[src/rtl/div_unit.sv]
// RV32M divide/remainder unit: 32-cycle radix-2 restoring divider
// with single-result write-back handshake.
module div_unit (
    input  logic        CLK,
    input  logic        reset_n,
    input  logic        start,
    input  logic [1:0]  op,
    input  logic [4:0]  rd,
    input  logic [31:0] srcA,
    input  logic [31:0] srcB,
    input  logic        flush,
    output logic        busy,
    output logic        wbValid,
    input  logic        wbReady,
    output logic [4:0]  wbAddr,
    output logic [31:0] wbData
);

    typedef enum logic [1:0] {
        IDLE = 2'd0,
        CALC = 2'd1,
        DONE = 2'd2
    } state_t;

    state_t      state;
    logic [1:0]  op_q;
    logic [4:0]  rd_q;
    logic [31:0] a_q;
    logic [31:0] b_q;
    logic [31:0] quo;
    logic [31:0] rem;
    logic [31:0] dvs;
    logic [5:0]  cnt;

    logic        sgn_in;
    logic [31:0] a_mag;
    logic [31:0] b_mag;

    logic        sgn_q;
    logic        div_zero;
    logic        ovf;
    logic        special;
    logic [31:0] spec_res;

    logic [32:0] r_sh;
    logic [32:0] sub;
    logic        ge;
    logic [31:0] rem_nx;
    logic [31:0] quo_nx;

    logic        neg_q;
    logic        neg_r;
    logic [31:0] quo_fix;
    logic [31:0] rem_fix;
    logic [31:0] fin_res;

    assign busy = (state != IDLE);

    // Operand magnitudes taken at acceptance
    assign sgn_in = ~op[0];
    assign a_mag  = (sgn_in && srcA[31]) ? -srcA : srcA;
    assign b_mag  = (sgn_in && srcB[31]) ? -srcB : srcB;

    assign sgn_q    = ~op_q[0];
    assign div_zero = (b_q == 32'd0);
    assign ovf      = sgn_q && (a_q == 32'h8000_0000)
                      && (b_q == 32'hFFFF_FFFF);
    assign special  = div_zero || ovf;

    always_comb begin
        spec_res = 32'd0;
        unique case (1'b1)
            div_zero: spec_res = op_q[1] ? a_q : 32'hFFFF_FFFF;
            ovf:      spec_res = op_q[1] ? 32'd0 : 32'h8000_0000;
            default:  spec_res = 32'd0;
        endcase
    end

    // Remainder stays below the divisor, so sub[32] is exactly the borrow
    assign r_sh   = {rem, quo[31]};
    assign sub    = r_sh - {1'b0, dvs};
    assign ge     = ~sub[32];
    assign rem_nx = ge ? sub[31:0] : r_sh[31:0];
    assign quo_nx = {quo[30:0], ge};

    assign neg_q   = sgn_q && (a_q[31] ^ b_q[31]);
    assign neg_r   = sgn_q && a_q[31];
    assign quo_fix = neg_q ? -quo : quo;
    assign rem_fix = neg_r ? -rem : rem;
    assign fin_res = op_q[1] ? rem_fix : quo_fix;

    always_ff @(posedge CLK or negedge reset_n) begin
        if (!reset_n) begin
            state   <= IDLE;
            op_q    <= 2'd0;
            rd_q    <= 5'd0;
            a_q     <= 32'd0;
            b_q     <= 32'd0;
            quo     <= 32'd0;
            rem     <= 32'd0;
            dvs     <= 32'd0;
            cnt     <= 6'd0;
            wbValid <= 1'b0;
            wbAddr  <= 5'd0;
            wbData  <= 32'd0;
        end else if (flush) begin
            state   <= IDLE;
            cnt     <= 6'd0;
            wbValid <= 1'b0;
        end else begin
            unique case (state)
                IDLE: begin
                    if (start) begin
                        op_q  <= op;
                        rd_q  <= rd;
                        a_q   <= srcA;
                        b_q   <= srcB;
                        quo   <= a_mag;
                        dvs   <= b_mag;
                        rem   <= 32'd0;
                        cnt   <= 6'd0;
                        state <= CALC;
                    end
                end
                CALC: begin
                    if (cnt == 6'd0 && special) begin
                        wbData  <= spec_res;
                        wbAddr  <= rd_q;
                        wbValid <= 1'b1;
                        state   <= DONE;
                    end else if (cnt == 6'd32) begin
                        wbData  <= fin_res;
                        wbAddr  <= rd_q;
                        wbValid <= 1'b1;
                        cnt     <= 6'd0;
                        state   <= DONE;
                    end else begin
                        rem <= rem_nx;
                        quo <= quo_nx;
                        cnt <= cnt + 6'd1;
                    end
                end
                DONE: begin
                    if (wbReady) begin
                        wbValid <= 1'b0;
                        state   <= IDLE;
                    end
                end
                default: state <= IDLE;
            endcase
        end
    end

endmodule

[config.mk]
export PLATFORM = sky130hd
export DESIGN_NAME = div_unit
export DESIGN_NICKNAME = d
export VERILOG_FILES = /design/src/rtl/div_unit.sv
export SDC_FILE = /design/constraint.sdc
export NUM_CORES = 1
export LEC_CHECK = 0
export CAP_MARGIN = 20
export CORE_MARGIN = 1.5
export CORE_UTILIZATION = 54
export DETAILED_ROUTE_END_ITERATION = 10
export PLACE_DENSITY = 0.88
export SLEW_MARGIN = 20
export SYNTH_ARGS = -nofsm -noshare
export SYNTH_HDL_FRONTEND = slang
export SYNTH_SLANG_ARGS = --single-unit
[constraint.sdc]
create_clock -name CLK -period 2.9 [get_ports CLK]
set_input_delay 0.29 -clock CLK [delete_from_list [all_inputs] [get_ports CLK]]
set_output_delay 0.29 -clock CLK [all_outputs]
set_load 0.005 [all_outputs]
### Yosys cells after proc, flatten, opt, wreduce, memory -nomap -nowiden

Cells that the tools add are included.

| storage, ports and cells | value |
|---|---|
| flip-flop bits (word level) | 213 |
| bits of input ports | 76 |
| output and inout bits | 39 |
| word-level logic and storage cells | 94 |

| operators by class | value |
|---|---|
| $add $sub $neg | 6 |
| eq/ne operators | 12 |
| muxes and demuxes | 37 |
| bitwise gates (word level) | 5 |
| reduce and logical (&&, ||, !) cells | 22 |

Operators by type and width:

| kind | number |
|---|---|
| 32-bit two-way mux | 16 |
| 32-bit one-hot mux with 2 select lines | 3 |
| 32-bit negation | 4 |
| 32-bit == test, second input constant | 2 |
| 33-bit by 32-bit subtractor with 33-bit output | 1 |
| 32-bit logical NOT | 1 |
| 6-bit two-way mux | 4 |
| 3-bit AND reduction | 5 |
| 6-bit one-hot mux with 2 select lines | 1 |
| 2-bit two-way mux | 5 |
| 5-bit two-way mux | 2 |
| 3-bit != test, second input constant | 3 |
| 1-bit logical AND | 7 |
| 6-bit by 1-bit adder with 6-bit output, second input constant | 1 |
| 6-bit == test, second input constant | 1 |
| 6-bit logical NOT | 1 |
| 2-bit != test, second input constant | 3 |
| 2-bit one-hot mux with 3 select lines | 1 |
| 2-bit nonzero test | 3 |
| 3-bit nonzero test | 2 |
| 5-bit AND reduction | 1 |
| 1-bit two-way mux | 4 |
| 4-bit != test, second input constant | 1 |
| 1-bit NOT | 4 |
| other kinds (6) | 6 |

### Logic depth before layout (Yosys ltp)

| logic depth | value |
|---|---|
| depth after elaboration | 8 |
| gate-level depth with buffers | 14 |
| mapped depth without buffers | 12 |

### Worst setup path before layout

OpenSTA, ideal clock, no wires.

| timing | value |
|---|---|
| kind | register to register |
| start | register rem[24] |
| end | register rem[30] |
| library setup time | 0.126 ns |
| arrival time | 2.969 ns |
| data required time | 2.774 ns |
| slack | -0.195 ns |
| cell stages (with the launch flop) | 13 |
| buffers on the path | 2 |
| period minus slack after synthesis | 3.095 ns |
| path through | dfrtp_1 -> ha_1 -> clkbuf_1 -> a21o_1 -> a311o_1 -> o31a_1 -> o31ai_1 -> o31ai_1 -> a211oi_2 -> buf_4 -> mux2i_1 -> nor2_1 -> a221o_1 |

| on the way | value |
|---|---|
| longest elaborated chain between the ends | 5 |

Ends and longest elaborated chain:

| element | line | RTL |
|---|---|---|
| start: declaration | 31 | `logic [31:0] rem;` |
| start signal: assignment | 138 | `rem <= rem_nx;` |
| 33-bit by 32-bit subtractor with 33-bit output | 81 | `assign sub = r_sh - {1'b0, dvs};` |
| 32-bit two-way mux | 83 | `assign rem_nx = ge ? sub[31:0] : r_sh[31:0];` |
| 32-bit two-way mux | 131 | `end else if (cnt == 6'd32) begin` |
| 32-bit two-way mux | 126 | `if (cnt == 6'd0 && special) begin` |
| 32-bit one-hot mux with 2 select lines | 111 | `unique case (state)` |

No other way between the ends. The select of a mux whose other input is x is not followed.
A chain may end at the register's enable or synchronous reset.

### Final worst setup path

| timing | value |
|---|---|
| start | register rem[10] |
| end | register rem[30] |

Same word-level chain as after synthesis.

==> run_results.csv <==
group,metric,value,unit
job,cap_violations,0,
die,fp.dieW,163,microns
finish,fin_cells,2187,
global_route,grt-ovfl-total,0,
power,peakVddDrop,0.644,mV
run_status,violations,"negative setup slack",
critical_path,crit_path_end_kind,"register",
clock_tree,root_buffer,"clkbuf_16",
sta,fin_ws,-0.258,ns
synth,synthesis.area,13800,sq um
placed_design,hpwl,31100,microns
route,via_per_inst,6.70,
die,start_util,0.549,
clock_tree,cts.sinks,212,
synth,synth-edff-count,0,
die,num_rows,58,
power,p_sw,0.00372,W
synth,ys_seq_elements,212,
power,p_clk_frac,0.317,
die,die-area,26500,sq um
global_route,antenna_found_initial,2,
synth,syn_area_per_cell,8.62,sq um
route,finalWirelength,50100,microns
clock_tree,numCtsBuffers,25,
placed_design,port_buffers,114,
sta,finalCritPeriodShare,1.09,
clock_tree,cts_tree,"built",
power,p_per_area,583,nW/um^2
placed_design,place_inst,2122,
route,drt_iter0_markers,2141,
hold_path,hold_class,"input pin to register",
die,pin_count,115,
power,p_leak,7.83,nW
critical_path,required,3.31,ns
route,dr.pass1.iters,9,
die,dieHeight,163,microns
clock_tree,clk_latency,0.55,ns
route,drc_errors,0,
power,switching_share,0.355,
clock_tree,clk_pin_slew,0.07,ns
route,vias,14649,
die,core-area,25100,sq um
critical_path,crit_type,"register to register",
sta,rsz0062_at_grt,"yes",
sta,drv_slew,0,
synth,syn_nets,1714,
synth,synth_seq_area_share,0.385,
route,wl_per_cell,22.9,microns
global_route,grt_util_all_layers,0.339,
finish,antenna_cells,0,
power,internal-power,0.00675,W
synth,ys.flop_type,"dfrtp_1",
sta,hold_viol,0,
power,pwr-share-seq,0.363,
clock_tree,clock_path_buffers,3,
sta,finClkSkew,0.0234,ns
global_route,grt_max_degree,84,
critical_path,path_max_fanout,7,
sta,finalSetupTns,-6.18,ns
synth,yosys_warnings,0,
clock_tree,cts_max_level,1,
finish,post-route-util,0.715,
finish,area_growth,30.4,%
sta,clock.fmax,317,MHz
global_route,grt_pass1_vias,13792,
critical_path,arrival,3.57,ns
placed_design,place_congestion,0.934,
synth,synth_cell_type_count,63,
critical_path,startpoint_type,"register",
run_status,status,"finished, violations left",
route,ant_nets,0,
finish,layout.nets,1954,
finish,drive_above_1_share,0.208,
sta,min_period,3.16,ns
synth,async_reset_ff_frac,1.00,
synth,syn_inst,1599,
sta,slew_headroom,0.350,
sta,worst_slew_pin_slew,0.968,ns
sta,setup_viol,45,
power,comb_power_share,0.319,
global_route,grt_pass1_wl,71400,microns
-- final cells by class --
type	count	area (sq um)
multi-input combinational	1232	8350
tap	330	413
timing repair buffer	301	2800
inverter	67	251
fill	1648	7140
sequential	212	5310
clock inverter	12	155
clock buffer	33	696
-- registers in the layout (all words and copies together) (netlist names), 5 cells and up --
register	cells
wbData	32
rem	32
dvs	31
b_q	32
a_q	32
quo	32
cnt	6
wbAddr	5
rd_q	5
-- logic make-up after synthesis --
logic type | count (synthesis) | synth area share
xor+xnor | 143 | 0.0909
fa+ha+maj | 39 | 0.0360
flops | 212 | 0.385
buf+inv | 156 | 0.0444
compound gates | 477 | 0.204
simple gates | 479 | 0.165
mux | 93 | 0.0741
-- layer usage --
metal	share of wire	up-vias	track usage
met1	0.35	6920	0.409
li1	-	6187	-
met5	0.00020	-	0
met3	0.12	354	0.0660
met2	0.46	1186	0.568
met4	0.077	2	0.192
-- cell usage in the layout (no fill, tap or decap), types with 16 or more instances in the layout --
| cell type | netlist | final |
|---|---|---|
| a21o_1 | 21 | 21 |
| buf_4 | 5 | 167 |
| nand2_1 | 168 | 163 |
| inv_1 | 66 | 65 |
| nand4_1 | 16 | 16 |
| clkbuf_16 | 0 | 29 |
| nor3_1 | 32 | 27 |
| nor4_1 | 25 | 21 |
| nand3_1 | 16 | 16 |
| xnor2_1 | 62 | 62 |
| mux2i_1 | 21 | 20 |
| mux2_2 | 72 | 72 |
| o21ai_1 | 6 | 25 |
| a31oi_1 | 19 | 19 |
| clkdlybuf4s50_1 | 0 | 113 |
| xor2_1 | 81 | 81 |
| nor2_1 | 131 | 126 |
| o21ai_0 | 162 | 135 |
| ha_1 | 38 | 37 |
| a21oi_1 | 161 | 154 |
| dfrtp_1 | 212 | 212 |
-- timing repair --
item / in CTS / in global routing
resized for setup: 36 / 85
hold buffers: 1 / 0
setup buffers: 1 / 13
pin swaps: 7 / 18
cloned: 1 / 5
hold endpoints to repair: 80 / 0
endpoints found under the setup margin: 70 / 106
-- final timing paths --
path | startpoint | endpoint | slack [ns] | cells after the start
hold reg to reg | wbData[29]$_DFFE_PN0P_ | wbData[29]$_DFFE_PN0P_ | 0.48 | 2
max in group asynchronous | reset_n | a_q[20]$_DFFE_PN0P_ | 1.71 | 3
hold / removal | wbReady | state[1]$_DFFE_PN0P_ | 0.36 | 2
min in group asynchronous | reset_n | b_q[1]$_DFFE_PN0P_ | 0.37 | 2
setup / recovery | rem[10]$_DFFE_PN0P_ | rem[30]$_DFFE_PN0P_ | -0.26 | 11
setup reg to reg | rem[10]$_DFFE_PN0P_ | rem[30]$_DFFE_PN0P_ | -0.26 | 11
-- power by group through the flow --
stage	clock network, W	logic [W]	registers (W)
final	0.00332	0.00334	0.00380
after global routing	0.00343	0.00357	0.00384
after CTS	0.00331	0.00301	0.00375
after detailed placement	0	0.00291	0.00379
after global placement	0	0.00280	0.00376
after floorplan	0	0.00189	0.00367
-- metrics by stage --
step	area, sq um	power (W)	hold slack (ns)	setup slack [ns]
2_1_floorplan	13800	0.00555	-0.00559	-0.0153
3_3_place_gp	16400	0.00657	0.381	-0.111
3_5_place_dp	16400	0.00670	0.390	-0.166
4_1_cts	17500	0.0101	0.313	-0.0336
5_1_grt	18000	0.0108	0.367	-0.301
6_report	18000	0.0105	0.357	-0.258
-- cell usage after synthesis, types with 5 or more instances --
cell type  number  area, sq um
dfrtp_1       212         5310
nand2_1       168          631
o21ai_0       162          811
a21oi_1       161          806
nor2_1        131          492
xor2_1         81          709
mux2_2         72          811
clkbuf_1       70          263
inv_1          66          248
xnor2_1        62          543
ha_1           38          475
nor3_1         32          160
nor4_1         25          156
a21o_1         21          158
mux2i_1        21          210
o31ai_1        20          150
a31oi_1        19          119
nand3_1        16         80.1
nand4_1        16          100
nand2b_1       15         93.8
a221oi_1       14          123
or3_1          14         87.6
o41ai_1        13          114
nor2b_1        11         68.8
or4_1          11         82.6
and2_1          9         56.3
a211oi_1        8         60.1
buf_1           8         30.0
o21a_1          8         60.1
and3_1          7         43.8
nor3b_1         7         52.6
o22ai_1         7         43.8
buf_2           6         30.0
o21ai_1         6         30.0
a22oi_1         5         37.5
buf_4           5         37.5
o211ai_1        5         37.5
-- critical path, cell delays in order, from the launching register on --
cell      delay, ns
dfrtp_1        0.57
ha_1           0.49
nand3_1        0.14
nor3b_2        0.26
o31ai_4        0.14
a21o_1         0.24
a21o_1         0.22
a211oi_4       0.26
buf_12         0.18
mux2i_1        0.20
nor2_1         0.06
a221o_1        0.27
No activity file was read; power rests on OpenSTA's default activity.
